$ cat config.mk
export PLATFORM = sky130hd
export DESIGN_NAME = gen_relojes_seq
export DESIGN_NICKNAME = d
export VERILOG_FILES = /design/src/rtl/gen_relojes_seq.sv
export SDC_FILE = /design/constraint.sdc
export NUM_CORES = 1
export LEC_CHECK = 0
export CAP_MARGIN = 20
export CORE_UTILIZATION = 40
export CTS_CLUSTER_DIAMETER = 200
export CTS_CLUSTER_SIZE = 12
export DETAILED_ROUTE_END_ITERATION = 10
export GPL_TIMING_DRIVEN = 0
export PLACE_DENSITY = 0.68
export SETUP_SLACK_MARGIN = 0.1
export SLEW_MARGIN = 25
export SYNTH_ARGS = -nofsm -noshare
export SYNTH_HDL_FRONTEND = slang
export SYNTH_SLANG_ARGS = --single-unit
$ cat constraint.sdc
create_clock -name clk8f -period 1.4 [get_ports clk8f]
set_input_delay 0.28 -clock clk8f [delete_from_list [all_inputs] [get_ports clk8f]]
set_output_delay 0.28 -clock clk8f [all_outputs]
set_load 0.02 [all_outputs]
$ cat src/rtl/gen_relojes_seq.sv
// Startup/shutdown sequencer for the 4f/2f/f clock-enable domains.
// Runs on clk8f and emits phase-aligned single-cycle enable strobes.
module gen_relojes_seq #(
    parameter int WARMUP_CYCLES = 8
) (
    input  logic       clk8f,
    input  logic       reset,
    input  logic       start,
    input  logic       stop,
    output logic       en4f,
    output logic       en2f,
    output logic       enf,
    output logic [2:0] phase,
    output logic       ready,
    output logic       busy,
    output logic       abort
);

    localparam int CW = $clog2(WARMUP_CYCLES);
    localparam logic [CW-1:0] WARM_LAST = CW'(WARMUP_CYCLES - 1);

    typedef enum logic [2:0] {
        IDLE,
        WARMUP,
        EN4,
        EN2,
        RUN,
        DRAIN
    } state_t;

    state_t        state;
    logic [CW-1:0] warm_cnt;

    always_ff @(posedge clk8f) begin
        if (reset) begin
            state    <= IDLE;
            phase    <= 3'd0;
            warm_cnt <= '0;
            abort    <= 1'b0;
        end else begin
            abort <= 1'b0;
            phase <= phase + 3'd1;
            unique case (state)
                IDLE: begin
                    // phase holds 0 so WARMUP is entered at phase 0
                    phase    <= 3'd0;
                    warm_cnt <= '0;
                    if (start && !stop) state <= WARMUP;
                end
                WARMUP: begin
                    if (stop) begin
                        state <= IDLE;
                        phase <= 3'd0;
                        abort <= 1'b1;
                    end else begin
                        warm_cnt <= warm_cnt + CW'(1);
                        if (warm_cnt == WARM_LAST) state <= EN4;
                    end
                end
                EN4: begin
                    if (stop) begin
                        state <= IDLE;
                        phase <= 3'd0;
                        abort <= 1'b1;
                    end else if (phase == 3'd7) begin
                        state <= EN2;
                    end
                end
                EN2: begin
                    if (stop) begin
                        state <= IDLE;
                        phase <= 3'd0;
                        abort <= 1'b1;
                    end else if (phase == 3'd7) begin
                        state <= RUN;
                    end
                end
                RUN: begin
                    if (stop) state <= DRAIN;
                end
                DRAIN: begin
                    // the increment wraps phase back to 0 for IDLE
                    if (phase == 3'd7) state <= IDLE;
                end
                default: begin
                    state <= IDLE;
                    phase <= 3'd0;
                end
            endcase
        end
    end

    logic st_en4, st_en2, st_run;

    assign st_run = (state == RUN) || (state == DRAIN);
    assign st_en2 = st_run || (state == EN2);
    assign st_en4 = st_en2 || (state == EN4);

    assign en4f  = st_en4 && phase[0];
    assign en2f  = st_en2 && (phase[1:0] == 2'd3);
    assign enf   = st_run && (phase == 3'd7);
    assign ready = (state == RUN);
    assign busy  = (state != IDLE);

endmodule

Yosys cells after proc, flatten, opt, wreduce, memory -nomap -nowiden:

Index checks and enable logic that the tools add are counted.

* add/sub/neg operators: 2
* multipliers: 0
* divide/modulo/power cells: 0
* $lt $le $gt $ge: 0
* equality and inequality tests: 15
* shift operators: 0
* muxes and demuxes: 15
* bitwise gates (word level): 1
* reductions and logical operators: 16

Operators with widths (number)
* 3-bit 2-to-1 mux: 11
* 3-bit case mux with 6 select lines: 1
* 3-bit equality test (second input constant): 4
* 3-bit case mux with 2 select lines: 2
* 3-bit inequality test (second input constant): 3
* 2-bit inequality test (second input constant): 4
* 3-bit by 1-bit adder with 3-bit output (second input constant): 2
* 3-bit by 2-bit equality test with 1-bit output (second input constant): 2
* 6-bit AND reduction: 1
* 1-bit logical AND: 4
* 2-bit OR reduction: 2
* 3-bit by 1-bit equality test with 1-bit output (second input constant): 1
* 3-bit zero test: 1
* 1-bit logical OR: 3
* 3-bit nonzero test: 1
* 3-bit OR reduction: 1
* 2-bit equality test (second input constant): 1
* 2-bit AND reduction: 1
* 2-bit nonzero test: 1
* 1-bit zero test: 1
* 1-bit 2-to-1 mux: 1
* 1-bit NOT: 1

* bits in registers: 10
* bits in latches: 0
* RAM bits: 0
* ROM bits: 0
* input port bits: 4
* output and inout port bits: 9
* logic and storage cells: 53
* memories: 0

Logic depth before layout (Yosys ltp):

Gate-level depths: netlist of the first run.

* depth in word-level cells: 5
* gate-level depth with buffers: 6
* gate-level depth less buffers: 6

Worst setup path after synthesis of the first run:

Ideal clock, no wire load.

* path kind: register to register
* start: reg phase[0]
* end: reg state[2]
* arrival time: 1.458 ns
* setup slack: -0.179 ns
* cell stages (with the launch flop): 6
* clock period less this slack: 1.579 ns
* cell sequence: dfxtp_1 ha_1 ha_1 o22ai_1 a32o_1 mux2_4

* longest elaborated chain between the ends: 3
* elaborated cells on any way between the ends: 5
* classes of those cells: 4 x eq/ne; 1 x reduce/logical

Ends and longest elaborated chain
* start: declaration: RTL line 13 `output logic [2:0] phase,`
* start signal: assignment: RTL line 42 `phase <= phase + 3'd1;`
* 3-bit equality test *: RTL line 65, 74, 83
* 3-bit inequality test (no source line) or 2-bit inequality test (tied branches)
* 6-bit AND reduction (no source line) *
* end signal: assignment: RTL line 66 `state <= EN2;`
* end signal: assignment: RTL line 75 `state <= RUN;`
* end signal: assignment: RTL line 83 `if (phase == 3'd7) state <= IDLE;`
* end: declaration: RTL line 31 `state_t state;`

Mark *: on every way between the ends. The rest lies on a longest branch, timed or not.
A chain may end at the register's enable or synchronous reset.

Final worst setup path of the first run:

* start: reg phase[1]
* end: out enf

* longest elaborated chain between the ends: 2

Ends and longest elaborated chain
* 3-bit equality test: RTL line 101 `assign enf = st_run && (phase == 3'd7);`
* 1-bit logical AND: RTL line 101
* end: declaration: RTL line 12 `output logic enf,`

Every way passes these cells.

==> results.ini, run 1 <==
[status]
outcome = complete, but fails checks
violations = setup timing

[routing]
via_count = 704
routed_wl_um = 2014
via_per_inst = 5.724
drtAntennaViolNets = 0
drt_iter0_markers = 12
wire_per_inst_um = 16.37
first_pass_iters = 4
drc = 0

[cts]
clk_latency_ns = 0.26
holdBufCountCts = 0
cts_made_buffers = 3
ctsLongestPathBuffers = 2
path_clk_slew_ns = 0.07
root_buffer = clkbuf_4
cts_tree = done
cts_sinks = 10
htreeDepth = 1

[setup_path]
reg2reg_slack_ns = -0.05
endpoint_kind = output port
cp_max_fo = 4
crit_type = reg2out
r2r-end = warm_cnt[2]$_SDFFE_PP0P_
rr_worst_depth = 6
r2r_start = warm_cnt[0]$_SDFFE_PP0P_
cp-start-kind = register
crit_path_end = enf
arrival_ns = 1.24
startpoint = phase[1]$_SDFF_PP0_
crit_required_ns = 1.12

[floorplan]
chipWidth_um = 40.10
die_y_um = 40.10
die_area_um2 = 1608
ios = 13
core-area_um2 = 1318
fp-row-count = 13
initial_core_util_pct = 44.06

[timing]
min_period_over_period_pct = 108.9
fin_hold_ws_ns = 0.5290
drv_slew = 0
fmax_mhz = 656.0
final.setup.tns_ns = -0.3682
maxSlewHeadroom_pct = 80.47
setup_viol = 7
skew_ns = 0.0002276
worstMarginPinSlew_ns = 0.2903
fin_crit_ns = 1.524
layout_setup_ws_ns = -0.1244
final_hold_viol_count = 0
rsz0062_at_grt = yes

[placed_design]
gp_congestion = 0.7144
pre_cts_slack_ns = -0.5109
dp_hpwl_um = 923.9
io_buffers = 12

[global_routing]
grt_pass1_wl_um = 2656
grt_pass1_vias = 634
antenna_found_initial = 0
grt_max_degree = 11
grt_usage_pct = 25.81
grt_remaining_overflow = 0

[synthesis]
yosys_warnings = 0
synth_top_area_share_pct = 34.48
synth_ff_type = dfxtp_1
synth.net_count = 82
syn_area_per_cell_um2 = 7.845
ys_seq_area_share_pct = 34.48
synth-seq-cells = 10
synth_cell_types = 29
yosys-top-cells-count = 10 x dfxtp_1, 10 x nand2_1, 5 x nor2_1
async_reset_ff_share_pct = 0
synth.area.top_cells = dfxtp_1 34%, ha_1 8.6%, nand2_1 6.5%
syn_area_um2 = 580.6
syn_inst = 74
synth_edf_count = 0
synth_top_area_cell = dfxtp_1

[final_layout]
finalNetCount = 117
syn_to_final_growth_pct = 92.24
diodes = 0
drive_gt1_share_pct = 58.33

[pwr]
p_leak_uw = 0.0004778
p_per_area_nw_per_um2 = 1125
peakVddDrop_mv = 0.9905

[flow_run]
max_cap_viol_count = 0

[worst_hold_path]
hold_class = reg2reg

==> kinds of logic (layout without fill, tap and decap cells) <==
family	after synthesis	in the layout	synth area share (%)
simple gates	31	31	27.37
compound gates	18	18	18.75
flops	10	10	34.48
buf+inv	9	43	6.464
fa+ha+maj	4	4	8.621
mux	2	2	4.310
==> sequential cells by signal, indices dropped and copies added, names as in the netlist <==
signal    count
abort         1
warm_cnt      3
state         3
phase         3
==> power by group <==
part	internal (µW)	total [µW]	leakage [µW]	switching (µW)
clock	103	206	0.0000154	103
combinational	369	679	0.000377	310
sequential	327	371	0.0000856	43.7
total	799	1260	0.000478	457
==> timing repair <==
item / CTS / global route
endpoints found under the setup margin: 13 / 14
resized for setup: 66 / 22
pin swaps: 6 / 18
setup buffers: 11 / 7
==> worst min path at each step <==
stage	start	endpoint	slack [ns]	depth (start not counted)
after detailed placement	phase[0]$_SDFF_PP0_	phase[0]$_SDFF_PP0_	0.44	1
final	phase[0]$_SDFF_PP0_	phase[0]$_SDFF_PP0_	0.53	2
after global routing	phase[0]$_SDFF_PP0_	phase[0]$_SDFF_PP0_	0.54	2
after CTS	warm_cnt[1]$_SDFFE_PP0P_	warm_cnt[1]$_SDFFE_PP0P_	0.51	2
after global placement	phase[0]$_SDFF_PP0_	phase[0]$_SDFF_PP0_	0.43	1
after floorplan	reset	state[1]$_SDFFE_PP0P_	0.45	2
==> placed cells by master, fill, tap and decap left out, types with 2 or more instances in the layout <==
cell type / Yosys / final
nor2_4: 0 / 2
a31oi_1: 2 / 2
ha_4: 0 / 4
nand2_1: 10 / 7
buf_6: 0 / 9
clkbuf_4: 0 / 3
and2_1: 4 / 3
o21ai_0: 4 / 3
dfxtp_4: 0 / 6
buf_4: 1 / 15
nor2_1: 5 / 4
a21oi_1: 3 / 3
dfxtp_1: 10 / 4
clkdlybuf4s50_1: 0 / 2
dlygate4sd2_1: 0 / 3
o21ai_1: 4 / 2
o21ai_2: 0 / 3
nand2b_1: 2 / 2
inv_2: 0 / 2
nand2_2: 0 / 2
==> critical path, stage by stage (launching register included) <==
cell and delay (ns):
dfxtp_4 0.35, ha_4 0.16, ha_4 0.17, and3_4 0.17, buf_6 0.12
==> final cells by class <==
class	count	area, µm²
Clock inverter	1	3.754
Timing Repair Buffer	30	270.3
Tap cell	15	18.77
Clock buffer	3	22.52
Multi-Input combinational cell	55	490.5
Fill cell	71	201.4
Buffer	5	70.07
Inverter	4	17.52
Sequential cell	10	222.7
==> routing by layer <==
| layer | global-route usage (%) | vias to the layer above | wire length [µm] |
|---|---|---|---|
| li1 | - | 333 | - |
| met1 | 28.04 | 339 | 879 |
| met2 | 43.15 | 28 | 1005 |
| met3 | 11.11 | 4 | 97 |
| met4 | 11.21 | 0 | 31 |
| met5 | 0 | - | 0 |
==> stage by stage <==
| step | area, µm² | power, µW | util (%) | cells |
|---|---|---|---|---|
| floorplan | 621.8 | 598.1 | - | 74 |
| global placement | 760.7 | 704.5 | 57.74 | 101 |
| global route | 1116 | 1320 | 84.71 | 123 |
| detailed placement | 760.7 | 704.1 | 57.74 | 101 |
| finish | 1116 | 1255 | 84.71 | 123 |
| CTS | 977.2 | 1109 | 74.17 | 116 |
Note: power is estimated with default switching activity, not from simulation.
==> run 2, diff against run 1 <==
--- a/config.mk
+++ b/config.mk
@@ -6,12 +6,14 @@
 export NUM_CORES = 1
 export LEC_CHECK = 0
 export CAP_MARGIN = 20
-export CORE_UTILIZATION = 40
+export CELL_PAD_IN_SITES_DETAIL_PLACEMENT = 0
+export CELL_PAD_IN_SITES_GLOBAL_PLACEMENT = 2
+export CORE_UTILIZATION = 24
 export CTS_CLUSTER_DIAMETER = 200
 export CTS_CLUSTER_SIZE = 12
 export DETAILED_ROUTE_END_ITERATION = 10
 export GPL_TIMING_DRIVEN = 0
-export PLACE_DENSITY = 0.68
+export PLACE_DENSITY_LB_ADDON = 0.1
 export SETUP_SLACK_MARGIN = 0.1
 export SLEW_MARGIN = 25
 export SYNTH_ARGS = -nofsm -noshare
==> run 2 against run 1 <==
- the flow still finishes with violations (setup timing)
- worst setup slack lost 0.0042 ns
- sequential power decreased by 2%
- global-route usage shrank 10 points
- register-to-register slack got worse by 0.02 ns
- first-iteration DRC count down 58%
- clock power grew 5%
- clock skew up 0.011 ns
- count of clock-buffer cells in the layout is 1 higher
==> results.ini, run 2 (synthesis gave the netlist of run 1 again) <==
[status]
outcome = complete, but fails checks
violations = setup timing

[placed_design]
dp_hpwl_um = 1045  ; +13%
gp_congestion = 0.7606  ; +6.5%
pre_cts_slack_ns = -0.5147  ; -0.003835 ns
io_buffers = 12  ; unchanged

[global_routing]
grt_pass1_wl_um = 2884  ; +8.6%
grt_remaining_overflow = 0  ; unchanged
antenna_found_initial = 0  ; unchanged
grt_usage_pct = 15.75  ; -10 points
grt_max_degree = 11  ; unchanged
grt_pass1_vias = 619  ; -2.4%

[cts]
htreeDepth = 1  ; unchanged
clk_latency_ns = 0.27  ; about the same
cts_tree = done
cts_made_buffers = 3  ; unchanged
cts_sinks = 10  ; unchanged
root_buffer = clkbuf_4
path_clk_slew_ns = 0.08  ; about the same
ctsLongestPathBuffers = 2  ; unchanged
holdBufCountCts = 0  ; unchanged

[routing]
drc = 0  ; unchanged
drt_iter0_markers = 5  ; -7
routed_wl_um = 1897  ; -5.8%
wire_per_inst_um = 14.26  ; -13%
via_per_inst = 4.835  ; -16%
drtAntennaViolNets = 0  ; unchanged
first_pass_iters = 3  ; -1
via_count = 643  ; -8.7%

[setup_path]
cp-start-kind = register
r2r-end = state[2]$_SDFFE_PP0P_
endpoint_kind = output port
arrival_ns = 1.25  ; about the same
crit_type = reg2out
cp_max_fo = 4  ; unchanged
rr_worst_depth = 5  ; -1
crit_required_ns = 1.12  ; about the same
r2r_start = phase[0]$_SDFF_PP0_
reg2reg_slack_ns = -0.07  ; -0.02 ns

[final_layout]
reg_top3 = phase (3), state (3), warm_cnt (3)
final_common_cell = buf_4
diodes = 0  ; unchanged
syn_to_final_growth_pct = 89.44
finalNetCount = 114  ; -2.6%
finish.utilization_pct = 48.78  ; -36 points
final_cell_mix = 14 x buf_4, 7 x buf_6, 6 x nand2_1
drive_gt1_share_pct = 57.14  ; -1.2 points

[floorplan]
core-area_um2 = 2255  ; +71%
chipWidth_um = 51.19  ; +28%
die_area_um2 = 2620  ; +63%
die_y_um = 51.19  ; +28%
initial_core_util_pct = 25.75  ; -18 points
fp-row-count = 17  ; +4
ios = 13  ; unchanged

[timing]
fmax_mhz = 654.2  ; -0.28%
final.setup.tns_ns = -0.3178  ; +0.05036 ns
fin_crit_ns = 1.529  ; +0.004206 ns
maxSlewHeadroom_pct = 82.33  ; +1.9 points
skew_ns = 0.01075  ; +0.01053 ns
setup_viol = 5  ; -2
min_period_over_period_pct = 109.2  ; +0.30 points
layout_setup_ws_ns = -0.1286  ; -0.004206 ns
drv_slew = 0  ; unchanged
worstMarginPinSlew_ns = 0.2651  ; -0.02522 ns
final_hold_viol_count = 0  ; unchanged
rsz0062_at_grt = yes

[worst_hold_path]
min_to = warm_cnt[1]$_SDFFE_PP0P_
hold_start = warm_cnt[1]$_SDFFE_PP0P_
min_delay_path_depth = 2  ; unchanged
hold_class = reg2reg

[pwr]
p_per_area_nw_per_um2 = 1131  ; +0.51%
p_leak_uw = 0.0004774  ; about the same
peakVddDrop_mv = 0.5120  ; -48%

[flow_run]
max_cap_viol_count = 0  ; unchanged

## run 2: critical path, stage by stage (launching register included)
cell     delay, ns
dfxtp_4       0.36
ha_4          0.16
ha_4          0.17
and3_4        0.17
buf_6         0.12
## run 2: power breakdown
part,switching [µW],total [µW],internal (µW)
Clock,107,217,110
Sequential,38.2,365,326
Combinational,304,661,357
## run 2: per-stage QoR
step / cells / total power [µW] / instance area, µm² / hold slack (ns)
after floorplan: 74 / 598.1 / 621.8 / 0.4550
after global placement: 114 / 723.7 / 777.0 / 0.4342
after detailed placement: 114 / 715.3 / 777.0 / 0.4340
after CTS: 128 / 1078 / 965.9 / 0.4981
after global routing: 133 / 1321 / 1100 / 0.5417
final: 133 / 1243 / 1100 / 0.4927
## run 2: worst max path at each step
| stage | start | to | slack (ns) | cells past startpoint |
|---|---|---|---|---|
| floorplan | phase[0]$_SDFF_PP0_ | state[2]$_SDFFE_PP0P_ | -0.006 | 5 |
| global placement | state[0]$_SDFFE_PP0P_ | en2f | -0.53 | 5 |
| detailed placement | state[2]$_SDFFE_PP0P_ | en2f | -0.51 | 5 |
| CTS | phase[1]$_SDFF_PP0_ | enf | -0.14 | 4 |
| global route | phase[0]$_SDFF_PP0_ | enf | -0.17 | 4 |
| finish | phase[0]$_SDFF_PP0_ | enf | -0.13 | 4 |
## run 2: layer usage
metal	routed length [µm]	global-route usage [%]	vias to the layer above	share of wire [%]
met5	0	0	-	0
met4	25	6.944	0	1.3
met3	66	3.869	4	3.5
met2	963	25.00	11	51
met1	841	19.96	303	44
li1	-	-	325	-
## run 2: cell type report
class,instances,area (µm²)
Buffer,5,81.33
Clock buffer,4,26.28
Fill cell,234,1155
Inverter,4,18.77
Multi-Input combinational cell,55,485.5
Sequential cell,10,220.2
Tap cell,28,35.03
Timing Repair Buffer,27,232.7
## run 2: what timing repair did
action / CTS / global route
resized for setup: 57 / 30
setup endpoints to repair: 13 / 16
pin swaps: 4 / 11
buffers inserted: 10 / 5
==> run 3, diff against run 2 <==
--- a/config.mk
+++ b/config.mk
@@ -13,7 +13,7 @@
 export CTS_CLUSTER_SIZE = 12
 export DETAILED_ROUTE_END_ITERATION = 10
 export GPL_TIMING_DRIVEN = 0
-export PLACE_DENSITY_LB_ADDON = 0.1
+export PLACE_DENSITY_LB_ADDON = 0.2
 export SETUP_SLACK_MARGIN = 0.1
 export SLEW_MARGIN = 25
 export SYNTH_ARGS = -nofsm -noshare
==> run 3 against run 2 <==
- the run still ends with setup timing left
- cell area decreased by 0.23%
- via count increased by 1.7%
- sequential share of layout area increased by 0.27 points
- non-clock buffer count increased by 1
- utilization decreased by 0.11 points
- power increased by 6.8%
- global-route usage decreased by 1.5 points
- cell count increased by 0.75%
- count of clock-buffer cells in the layout decreased by 1
- clock skew decreased by 0.0075 ns
==> results.ini, run 3 (synthesis gave the netlist of run 1 again) <==
[setup_path]
crit_type = reg2out
endpoint_kind = output port
r2r_start = state[0]$_SDFFE_PP0P_
arrival_ns = 1.26  ; about the same
cp_max_fo = 4  ; unchanged
rr_worst_depth = 6  ; +1
crit_required_ns = 1.12  ; about the same
reg2reg_slack_ns = -0.05  ; +0.02 ns
cp-start-kind = register
startpoint = phase[1]$_SDFF_PP0_

[cts]
ctsLongestPathBuffers = 2  ; unchanged
holdBufCountCts = 0  ; unchanged
cts_tree = done
cts_sinks = 10  ; unchanged
cts_made_buffers = 3  ; unchanged
root_buffer = clkbuf_4
clk_latency_ns = 0.28  ; about the same
path_clk_slew_ns = 0.07  ; about the same
htreeDepth = 1  ; unchanged

[timing]
setup_viol = 5  ; unchanged
fin_hold_ws_ns = 0.5253  ; +0.03263 ns
worstMarginPinSlew_ns = 0.2721  ; +0.006960 ns
min_period_over_period_pct = 109.6  ; +0.46 points
drv_slew = 0  ; unchanged
skew_ns = 0.003297  ; -0.007457 ns
maxSlewHeadroom_pct = 81.61  ; -0.72 points
fmax_mhz = 651.5  ; -0.42%
final.setup.tns_ns = -0.2858  ; +0.03206 ns
fin_crit_ns = 1.535  ; +0.006450 ns
layout_setup_ws_ns = -0.1350  ; -0.006450 ns
final_hold_viol_count = 0  ; unchanged
rsz0062_at_grt = yes

[placed_design]
gp_congestion = 0.7761  ; +2.0%
io_buffers = 12  ; unchanged
dp_hpwl_um = 1023  ; -2.1%
pre_cts_slack_ns = -0.5056  ; +0.009051 ns

[routing]
drc = 0  ; unchanged
first_pass_iters = 2  ; -1
wire_per_inst_um = 13.01  ; -8.8%
drt_iter0_markers = 3  ; -2
routed_wl_um = 1744  ; -8.1%
via_count = 654  ; +1.7%
via_per_inst = 4.881  ; +0.95%
drtAntennaViolNets = 0  ; unchanged

[final_layout]
diodes = 0  ; unchanged
final_cell_mix = 14 x buf_4, 8 x nand2_1, 8 x buf_6
multi_input_area_um2 = 471.7  ; -2.8%
reg_top3 = phase (3), state (3), warm_cnt (3)
drive_gt1_share_pct = 54.72  ; -2.4 points
final_common_cell = buf_4
syn_to_final_growth_pct = 89.01
regArea_um2 = 222.7  ; +1.1%
nFillCells = 232  ; -0.85%
finalNetCount = 115  ; +0.88%

[global_routing]
grt_max_degree = 11  ; unchanged
met1_usage_pct = 14.77  ; -5.2 points
antenna_found_initial = 0  ; unchanged
globalRouteMet2Util_pct = 23.46  ; -1.5 points
grt_remaining_overflow = 0  ; unchanged
grt_usage_pct = 14.27  ; -1.5 points
grt_pass1_wl_um = 2656  ; -7.9%
grt_pass1_vias = 644  ; +4.0%
use_met3_pct = 7.143  ; +3.3 points
busiest_layer = met2

[status]
outcome = complete, but fails checks
violations = setup timing

[worst_hold_path]
hold_start = phase[0]$_SDFF_PP0_
min_delay_path_depth = 2  ; unchanged
hold_class = reg2reg

[pwr]
intPower_uw = 864.1  ; +8.9%
p_leak_uw = 0.0004521  ; -5.3%
p_sw_uw = 464.4  ; +3.2%
clockPowerShare_pct = 16.7  ; -0.8 points
p_per_area_nw_per_um2 = 1211  ; +7.1%
p_sw_share_pct = 34.96  ; -1.2 points
peakVddDrop_mv = 0.7200  ; +41%
p_seq_share_pct = 26.9  ; -2.4 points
combPwrFrac_pct = 56.3  ; +3.1 points
power_uw = 1328  ; +6.8%

[floorplan]
core-area_um2 = 2255  ; unchanged
initial_core_util_pct = 25.75  ; unchanged
ios = 13  ; unchanged
chipWidth_um = 51.19  ; unchanged
fp-row-count = 17  ; unchanged
die_area_um2 = 2620  ; unchanged
die_y_um = 51.19  ; unchanged

[flow_run]
max_cap_viol_count = 0  ; unchanged

## run 3: path summary, 6_finish.rpt
| check | to |
|---|---|
| setup / recovery | enf |
| setup reg to reg | state[2]$_SDFFE_PP0P_ |
| hold reg to reg | phase[0]$_SDFF_PP0_ |
| hold / removal | phase[0]$_SDFF_PP0_ |
## run 3: routing by layer
layer	vias up	wire length [µm]	part of all wire, %
met5	-	0	0
met4	0	41	2.4
met3	6	93	5.3
met2	14	795	46
met1	311	814	47
li1	323	-	-
## run 3: critical path, cell delays in order, from the launching register on
cell     delay (ns)
dfxtp_4        0.35
ha_4           0.16
ha_4           0.17
and3_4         0.18
buf_6          0.12
## run 3: power groups by stage
| stage | Clock [µW] | Sequential (µW) | Combinational [µW] |
|---|---|---|---|
| 2_1_floorplan | 0 | 365 | 233 |
| 3_3_place_gp | 0 | 365 | 354 |
| 3_5_place_dp | 0 | 363 | 353 |
| 4_1_cts | 226 | 362 | 543 |
| 5_1_grt | 249 | 363 | 795 |
| 6_report | 222 | 358 | 749 |
## run 3: through the flow
stage | util, % | instances | area (µm²)
finish | 48.67 | 134 | 1097
global route | 48.67 | 134 | 1097
CTS | 43.23 | 127 | 974.7
detailed placement | 34.46 | 114 | 777.0
global placement | 34.46 | 114 | 777.0
floorplan | - | 74 | 621.8
## run 3: final cells by class
| class | instances | share of cell area (%) |
|---|---|---|
| Timing Repair Buffer | 28 | 22.35 |
| Multi-Input combinational cell | 55 | 42.99 |
| Tap cell | 28 | 3.193 |
| Buffer | 5 | 7.412 |
| Sequential cell | 10 | 20.30 |
| Clock inverter | 1 | 0.3421 |
| Inverter | 4 | 1.368 |
| Clock buffer | 3 | 2.052 |
## run 3: what timing repair did
item                       CTS  global route
pin swaps                    5            11
setup endpoints to repair   13            15
setup buffers                9             7
resized for setup           64            20
